`src/rtl/gain_scheduler.sv`:
```
// rtl/gain_scheduler.sv - round-robin shared quarter-step gain multiplier with per-channel ramping
module gain_scheduler #(
  parameter int N_CH     = 4,
  parameter int DW       = 24,
  parameter int RAMP_DIV = 16,
  parameter int GAIN_RST = 4
) (
  input  logic              clk,
  input  logic              rst,
  input  logic [N_CH*DW-1:0] in_data,
  input  logic [N_CH-1:0]   in_valid,
  output logic [N_CH-1:0]   in_ready,
  input  logic              cfg_we,
  input  logic [2:0]        cfg_ch,
  input  logic [3:0]        cfg_gain,
  input  logic              cfg_jump,
  output logic [DW-1:0]     out_data,
  output logic [2:0]        out_ch,
  output logic              out_valid,
  input  logic              out_ready,
  output logic [N_CH-1:0]   ramp_busy
);

  localparam int CW = (RAMP_DIV > 1) ? $clog2(RAMP_DIV) : 1;
  localparam logic [CW-1:0] CNT_LAST = CW'(RAMP_DIV - 1);
  localparam logic [3:0] G_RST = 4'(GAIN_RST);
  localparam int PW = DW + 5;
  localparam logic signed [PW-1:0] SAT_MAX = {6'b000000, {(DW-1){1'b1}}};
  localparam logic signed [PW-1:0] SAT_MIN = {6'b111111, {(DW-1){1'b0}}};

  logic [3:0]    cur_gain_q [N_CH];
  logic [3:0]    cur_gain_d [N_CH];
  logic [3:0]    tgt_gain_q [N_CH];
  logic [3:0]    tgt_gain_d [N_CH];
  logic [CW-1:0] cnt_q [N_CH];
  logic [CW-1:0] cnt_d [N_CH];
  logic [2:0]    rr_ptr_q, rr_ptr_d;
  logic          s1_valid_q, s1_valid_d;
  logic [DW-1:0] s1_data_q, s1_data_d;
  logic [2:0]    s1_ch_q, s1_ch_d;
  logic [3:0]    s1_gain_q, s1_gain_d;
  logic          s2_valid_q, s2_valid_d;
  logic [DW-1:0] s2_data_q, s2_data_d;
  logic [2:0]    s2_ch_q, s2_ch_d;

  logic [2*N_CH-1:0] rot_valid;
  logic [2:0]        off;
  logic [3:0]        gnt_sum;
  logic [2:0]        gnt_idx;
  logic [N_CH-1:0]   grant;
  logic              acc, s2_adv, s1_take;
  logic [DW-1:0]     sel_data;
  logic [3:0]        sel_gain, cfg_clamp;
  logic signed [PW-1:0] prod, prod_sh;
  logic [DW-1:0]     sat;

  // Rotate the request vector so the pointer channel sits at bit 0, then take the first set bit.
  always_comb begin
    rot_valid = {in_valid, in_valid} >> rr_ptr_q;
    off = '0;
    for (int j = N_CH - 1; j >= 0; j--) begin
      if (rot_valid[j]) off = 3'(j);
    end
    gnt_sum = {1'b0, rr_ptr_q} + {1'b0, off};
    gnt_idx = (gnt_sum >= 4'(N_CH)) ? 3'(gnt_sum - 4'(N_CH)) : gnt_sum[2:0];
    grant   = (|in_valid) ? (N_CH'(1) << gnt_idx) : '0;
    s2_adv  = !s2_valid_q || out_ready;
    s1_take = !s1_valid_q || s2_adv;
    in_ready = rst ? '0 : (grant & {N_CH{s1_take}});
    acc      = |(in_valid & in_ready);
    sel_data = '0;
    sel_gain = '0;
    for (int i = 0; i < N_CH; i++) begin
      if (grant[i]) begin
        sel_data = in_data[i*DW +: DW];
        sel_gain = cur_gain_q[i];
      end
    end
  end

  always_comb begin
    prod    = $signed({{5{s1_data_q[DW-1]}}, s1_data_q}) * $signed({{(PW-4){1'b0}}, s1_gain_q});
    prod_sh = prod >>> 2;
    if (prod_sh > SAT_MAX)      sat = SAT_MAX[DW-1:0];
    else if (prod_sh < SAT_MIN) sat = SAT_MIN[DW-1:0];
    else                        sat = prod_sh[DW-1:0];
  end

  always_comb begin
    rr_ptr_d   = rr_ptr_q;
    s1_valid_d = s1_valid_q;
    s1_data_d  = s1_data_q;
    s1_ch_d    = s1_ch_q;
    s1_gain_d  = s1_gain_q;
    s2_valid_d = s2_valid_q;
    s2_data_d  = s2_data_q;
    s2_ch_d    = s2_ch_q;
    cfg_clamp  = (cfg_gain > 4'd10) ? 4'd10 : cfg_gain;
    if (acc) rr_ptr_d = (gnt_idx == 3'(N_CH - 1)) ? 3'd0 : gnt_idx + 3'd1;
    if (s1_take) begin
      s1_valid_d = acc;
      if (acc) begin
        s1_data_d = sel_data;
        s1_ch_d   = gnt_idx;
        s1_gain_d = sel_gain;
      end
    end
    if (s2_adv) begin
      s2_valid_d = s1_valid_q;
      if (s1_valid_q) begin
        s2_data_d = sat;
        s2_ch_d   = s1_ch_q;
      end
    end
    // The ramp step compares against the old target; a same-cycle write then overrides.
    for (int i = 0; i < N_CH; i++) begin
      cur_gain_d[i] = cur_gain_q[i];
      tgt_gain_d[i] = tgt_gain_q[i];
      cnt_d[i]      = cnt_q[i];
      if (acc && gnt_idx == 3'(i)) begin
        if (cnt_q[i] == CNT_LAST) begin
          cnt_d[i] = '0;
          if (cur_gain_q[i] < tgt_gain_q[i])      cur_gain_d[i] = cur_gain_q[i] + 4'd1;
          else if (cur_gain_q[i] > tgt_gain_q[i]) cur_gain_d[i] = cur_gain_q[i] - 4'd1;
        end else begin
          cnt_d[i] = cnt_q[i] + CW'(1);
        end
      end
      if (cfg_we && cfg_ch == 3'(i)) begin
        tgt_gain_d[i] = cfg_clamp;
        if (cfg_jump) begin
          cur_gain_d[i] = cfg_clamp;
          cnt_d[i]      = '0;
        end
      end
    end
  end

  always_ff @(posedge clk or posedge rst) begin
    if (rst) begin
      for (int i = 0; i < N_CH; i++) begin
        cur_gain_q[i] <= G_RST;
        tgt_gain_q[i] <= G_RST;
        cnt_q[i]      <= '0;
      end
      rr_ptr_q   <= '0;
      s1_valid_q <= 1'b0;
      s1_data_q  <= '0;
      s1_ch_q    <= '0;
      s1_gain_q  <= '0;
      s2_valid_q <= 1'b0;
      s2_data_q  <= '0;
      s2_ch_q    <= '0;
    end else begin
      for (int i = 0; i < N_CH; i++) begin
        cur_gain_q[i] <= cur_gain_d[i];
        tgt_gain_q[i] <= tgt_gain_d[i];
        cnt_q[i]      <= cnt_d[i];
      end
      rr_ptr_q   <= rr_ptr_d;
      s1_valid_q <= s1_valid_d;
      s1_data_q  <= s1_data_d;
      s1_ch_q    <= s1_ch_d;
      s1_gain_q  <= s1_gain_d;
      s2_valid_q <= s2_valid_d;
      s2_data_q  <= s2_data_d;
      s2_ch_q    <= s2_ch_d;
    end
  end

  always_comb begin
    for (int i = 0; i < N_CH; i++) ramp_busy[i] = (cur_gain_q[i] != tgt_gain_q[i]);
  end

  assign out_data  = s2_data_q;
  assign out_ch    = s2_ch_q;
  assign out_valid = s2_valid_q;

endmodule

```
`config.mk`:
```
export PLATFORM = sky130hd
export DESIGN_NAME = gain_scheduler
export DESIGN_NICKNAME = d
export VERILOG_FILES = /design/src/rtl/gain_scheduler.sv
export SDC_FILE = /design/constraint.sdc
export NUM_CORES = 1
export LEC_CHECK = 0
export ABC_AREA = 1
export BUFFER_PORTS_ARGS = -buffer_cell sky130_fd_sc_hd__buf_4
export CAP_MARGIN = 40
export CORE_AREA = 8 8 129 221
export DETAILED_ROUTE_END_ITERATION = 8
export DIE_AREA = 0 0 137 229
export PLACE_DENSITY_LB_ADDON = 0.2
export SETUP_SLACK_MARGIN = 0.4
export SYNTH_ARGS = -nofsm -noshare
export SYNTH_HDL_FRONTEND = slang
export SYNTH_SLANG_ARGS = --single-unit
```
`constraint.sdc`:
```
create_clock -name clk -period 4.7 [get_ports clk]
set_input_delay 0.705 -clock clk [delete_from_list [all_inputs] [get_ports clk]]
set_output_delay 0.705 -clock clk [all_outputs]
set_load 0.02 [all_outputs]
```
Yosys cells after proc, flatten, opt, wreduce, memory -nomap -nowiden. Index checks and enable logic that the tools add are counted.

Add/sub/neg operators: 15. Multipliers: 1. Order comparisons: 12. Eq/ne operators: 14. Shifts and indexed selects: 2. Mux-type cells: 59. Bitwise operators: 2. Reduce and logical (&&, ||, !) cells: 18.

Operators with widths (count): $mux W4 (47); $mux W24 (6); $add A4 B1 Y4 const B (8); $mul A24 B5 Y29 (1); $gt A27 B24 Y1 const B (1); $lt A27 B24 Y1 const B (1); $eq A4 B4 Y1 const B (4); $gt A4 B4 Y1 (4); $lt A4 B4 Y1 (4); $ne A4 B4 Y1 (4); $sub A4 B1 Y4 const B (4); $eq A3 B2 Y1 const B (4); $mux W3 (4); $and A4 B4 Y4 (2); $logic_and A1 B1 Y1 (8); $reduce_or A4 Y1 (2); $shr A8 B3 Y4 (1); $eq A3 B1 Y1 const B (2); $logic_not A3 Y1 (2); $add A3 B3 Y4 (1); $ge A4 B3 Y1 const B (1); $gt A4 B4 Y1 const B (1); $mux W2 (2); $reduce_and A2 Y1 (2); 5 further kinds (7).

Bits in registers: 111. Input bits: 112. Output and inout port bits: 36. Logic and storage cells: 143.

Longest topological paths before layout.
Depth after elaboration: 18. Mapped depth: 25. Depth with buffers taken out: 23.

Worst setup path before layout. Ideal clock, no wire load.

Path kind: input-to-reg. Start: input rst. End: register cnt_q[15] in the netlist's numbering. Setup time: 0.125 ns. Arrival: 4.726 ns. Data required time: 4.575 ns. Setup slack: -0.150 ns. Stages on the path: 11. Path buffers: 1. Cell sequence: inv_1 > nand2_1 > nor2_1 > nand2_1 > nand2_2 > nor2_4 > buf_6 > nor2_8 > nand2_1 > xor2_1 > nor2_1.

RTL lines: start, declared (RTL line 9) `input logic rst,`; end signal, assigned by index (RTL line 158) `cnt_q[i] <= cnt_d[i];`; end, declared (RTL line 35) `logic [CW-1:0] cnt_q [N_CH];`.

Final worst setup path.
Start: register s1_gain_q[2]. End: register s2_data_q[20], in the netlist out_data[20].

Cells in the longest elaborated chain, start to end: 4. Elaborated cells on any way between the ends: 5. Classes of those cells: 1 x mul; 2 x order compare; 2 x mux.

RTL lines: start, declared (RTL line 41) `logic [3:0] s1_gain_q, s1_gain_d;`; start signal, assigned (RTL line 164) `s1_gain_q <= s1_gain_d;`; $mul A24 B5 Y29 (*) (RTL line 82) `prod = $signed({{5{s1_data_q[DW-1]}}, s1_data_q}) * $signed({{(PW-4){1'b0}}, s1_gain_q});`; $lt A27 B24 Y1 (RTL line 85) `else if (prod_sh < SAT_MIN) sat = SAT_MIN[DW-1:0];`; $mux W24 (RTL line 85); $mux W24 (*) (RTL line 84) `if (prod_sh > SAT_MAX) sat = SAT_MAX[DW-1:0];`; end signal, assigned (RTL line 166) `s2_data_q <= s2_data_d;`; end, declared (RTL line 43) `logic [DW-1:0] s2_data_q, s2_data_d;`.

Mark *: on every way between the ends. The rest lies on a longest branch, timed or not. A chain may end at the register's enable or synchronous reset.

==> reports/results.tsv <==
stage	metric	value	unit
pwr	pwr-share-comb	76.2	%
global_routing	grt-ovfl-total	0	
pwr	p_int	5.08	mW
timing	fin_tns_setup	0	ps
critical_path	required	4960	ps
clock_tree	insertion_delay	380	ps
clock_tree	numCtsBuffers	9	
finish	fillers	2559	
synthesis	yosysUniqueCellTypes	38	
pwr	ir_drop	0.000594	V
synthesis	ys_seq_area_share	24.7	%
global_routing	grt_max_degree	112	
clock_tree	clk_pin_slew	80	ps
synthesis	netlist_instances	1703	
synthesis	avgSynthCellArea	6.64	µm²
synthesis	synth_fp_nets	1954	
synthesis	yosys_warnings	0	
critical_path	crit_arrival	4450	ps
pwr	pwr_density_cell	824	nW/µm²
routing	route.vias.total	11000	
pwr	switching_share	55.6	%
critical_path	path_class	flop to flop	
floorplanning	core_area	25600	µm²
timing	clock_skew	10.4	ps
pwr	pwr-share-clk	8.0	%
timing	setup_ws	513	ps
timing	maxSlewHeadroom	54.4	%
timing	fmax	239	MHz
timing	finalSetupViolCount	0	
routing	drtAntennaViolNets	0	
critical_path	cpMostUsedCell	nand2_1	
global_routing	grt_pass1_vias	11000	
timing	whs	493	ps
run_status	outcome	completed	
critical_path	crit_chain	buf_12, buf_2, nand2_1, inv_1, ha_1, fa_1, inv_1, fa_1, inv_1, ha_4, nand2_1, nand2_1, nand2_1, nand2_1, nand2_1, nand2_1, nand2_2, nand3_1, nand2_1, nand2_2, nand3_4, a21oi_4, clkbuf_16, a21oi_1	
timing	period_share	89.1	%
synthesis	yosysTopAreaCell	dfrtp_1	
finish	fin_util	54.4	%
pwr	p_sw	6.36	mW
clock_tree	tritoncts_num_sinks	111	
critical_path	cp_max_fo	5	
clock_tree	tritoncts	done	
routing	wl	34100	µm
pwr	p_seq_share	15.9	%
finish	area_delta_synth_final	23.0	%
floorplanning	die_area	31400	µm²
floorplanning	start_util	44.2	%
routing	first_iter_violations	471	
timing	rsz0062_at_grt	false	
synthesis	syn_area	11300	µm²
placement	io_buffers	147	
clock_tree	clock-root-buffer	clkbuf_16	
timing	fin_crit	4190	ps
finish	multi_input_area	7680	µm²
global_routing	track_usage	21.5	%
timing	slew_violations	0	
critical_path	slowest_stage	fa_1	
finish	seq_area	2790	µm²
floorplanning	num_rows	78	
placement	gp_congestion	0.934	
synthesis	synth_area_leaders	dfrtp_1, nand2_1, inv_1, ha_1, fa_1	
routing	drc	0	
synthesis	ys_ff_latch	111	
finish	layout-drive-gt1-share	17.7	%
synthesis	netlist.area_leader.share	22.8	%
hold_path	min-delay-path-class	flop to flop	
finish	final_nets	2102	
finish	antenna_cells	0	
routing	vias_per_cell	5.05	
critical_path	critical_path.max_stage_delay	530	ps
routing	dr.pass1.iters	5	
floorplanning	ioPinCount	148	
clock_tree	cts_max_level	3	
timing	max_slew.worst_pin.slew	679	ps
floorplanning	die_w	137	µm
floorplanning	die_h	229	µm
timing	hold_violations	0	
critical_path	end_kind	flop	
global_routing	grt_antenna_before_repair	0	
critical_path	cp-start-kind	flop	
pwr	p_leak	7.84	nW
global_routing	grt_pass1_wl	53900	µm
placement	hpwl	26900	µm
pwr	finalPower	11.4	mW
routing	drt-wirelength-per-cell	15.7	µm
clock_tree	clock_path_buffers	2	
run	max_cap_violations	0	
placement	dp_slack	129	ps
==> sequential cells by signal, indices dropped and copies added, names as in the netlist <==
name,cells
out_data,24
tgt_gain_q,16
cnt_q,16
s1_ch_q,3
cur_gain_q,16
s1_valid_q,1
s1_gain_q,4
out_ch,3
out_valid,1
s1_data_q,24
rr_ptr_q,3
==> worst max-delay path, delay by kind of cell (launching register included) <==
family / cells / cell delay, ps
fa+ha+maj: 4 / 1640
buf+inv: 6 / 650
flops: 1 / 440
compound gates: 2 / 310
simple gates: 12 / 990
==> area by class of cell <==
class                      count  area share (%)
tap                          320            2.88
clock inverter                 6           0.828
clock buffer                  10            1.65
sequential                   111            20.1
multi-input combinational   1221            55.2
inverter                     326            8.83
timing repair buffer         182            10.5
==> metal layers <==
| layer | global-route usage [%] | part of all wire [%] | wire [µm] |
|---|---|---|---|
| met2 | 41.9 | 56 | 19300 |
| met4 | 11.6 | 5.7 | 1930 |
| met5 | 0 | 0 | 0 |
| met1 | 20.2 | 34 | 11600 |
| met3 | 3.79 | 3.9 | 1340 |
==> power groups by stage <==
stage	Clock, mW	Combinational [mW]	Sequential, mW
4_1_cts	0.940	8.06	1.82
6_report	0.913	8.72	1.82
3_3_place_gp	0	7.78	1.83
2_1_floorplan	0	5.66	1.80
3_5_place_dp	0	7.90	1.84
5_1_grt	0.963	9.84	1.88
==> layout by cell type (no fill, tap or decap), types with 4 or more instances in the layout <==
cell / synthesis / routed
clkbuf_16: 0 / 10
buf_4: 3 / 171
nand3_1: 62 / 58
nor2_2: 1 / 12
nor2_4: 2 / 7
nand2_4: 0 / 4
o21ai_1: 4 / 4
nor2_1: 118 / 102
o21bai_1: 6 / 5
inv_1: 324 / 323
nand3_4: 1 / 4
a21oi_2: 1 / 9
nand4_1: 6 / 6
xor2_1: 31 / 31
nor3_1: 23 / 21
xnor2_1: 17 / 17
fa_1: 50 / 49
dfstp_2: 8 / 8
ha_1: 89 / 60
nand3b_1: 4 / 4
nand2_1: 568 / 538
nand2_2: 5 / 34
dfrtp_1: 103 / 102
ha_4: 0 / 26
a21oi_1: 68 / 58
buf_12: 0 / 6
nand3_2: 7 / 8
o21ai_0: 113 / 112
o22ai_1: 29 / 29
==> path summary, 6_finish.rpt <==
check,start,endpoint,cells after the start,slack (ps)
max,s1_gain_q[2],out_data[20],24,510
min in group asynchronous,rst,cur_gain_q[13],3,600
min,out_ch[1],out_ch[1],2,490
max reg2reg,s1_gain_q[2],out_data[20],24,510
min reg2reg,out_ch[1],out_ch[1],2,490
max in group asynchronous,rst,out_data[13],3,3560
==> timing repair <==
action | in CTS | in global routing
buffers inserted | 1 | 11
setup endpoints to repair | 23 | 23
pin swaps | 2 | 23
cloned | 3 | 3
resized for setup | 10 | 110
hold buffers | 0 | 0
endpoints found under the hold margin | 0 | 0
==> cell families after synthesis <==
family | synth area share (%)
compound gates | 10.8
xor+xnor | 3.72
fa+ha+maj | 18.7
buf+inv | 12.9
flops | 24.7
simple gates | 29.2
==> stage by stage <==
stage,instance area (µm²),instances
after floorplan,11300,1703
after global placement,12800,2142
after detailed placement,12800,2142
after CTS,13200,2162
after global routing,13900,2176
final,13900,2176
==> Yosys cell counts <==
cell and count:
a211oi_1 1, a21o_1 3, a21oi_1 68, a21oi_2 1, buf_1 1, buf_2 8, buf_4 3, buf_6 5
clkbuf_1 31, clkinv_1 1, dfrtp_1 103, dfstp_2 8, fa_1 50, ha_1 89, inv_1 324, inv_2 1
nand2_1 568, nand2_2 5, nand3_1 62, nand3_2 7, nand3_4 1, nand3b_1 4, nand4_1 6, nand4_2 1
nor2_1 118, nor2_2 1, nor2_4 2, nor2_8 3, nor3_1 23, o2111ai_1 2, o21ai_0 113, o21ai_1 4
o21bai_1 6, o22ai_1 29, o31ai_1 1, or2_2 2, xnor2_1 17, xor2_1 31
(Power assumes the default switching activity.)
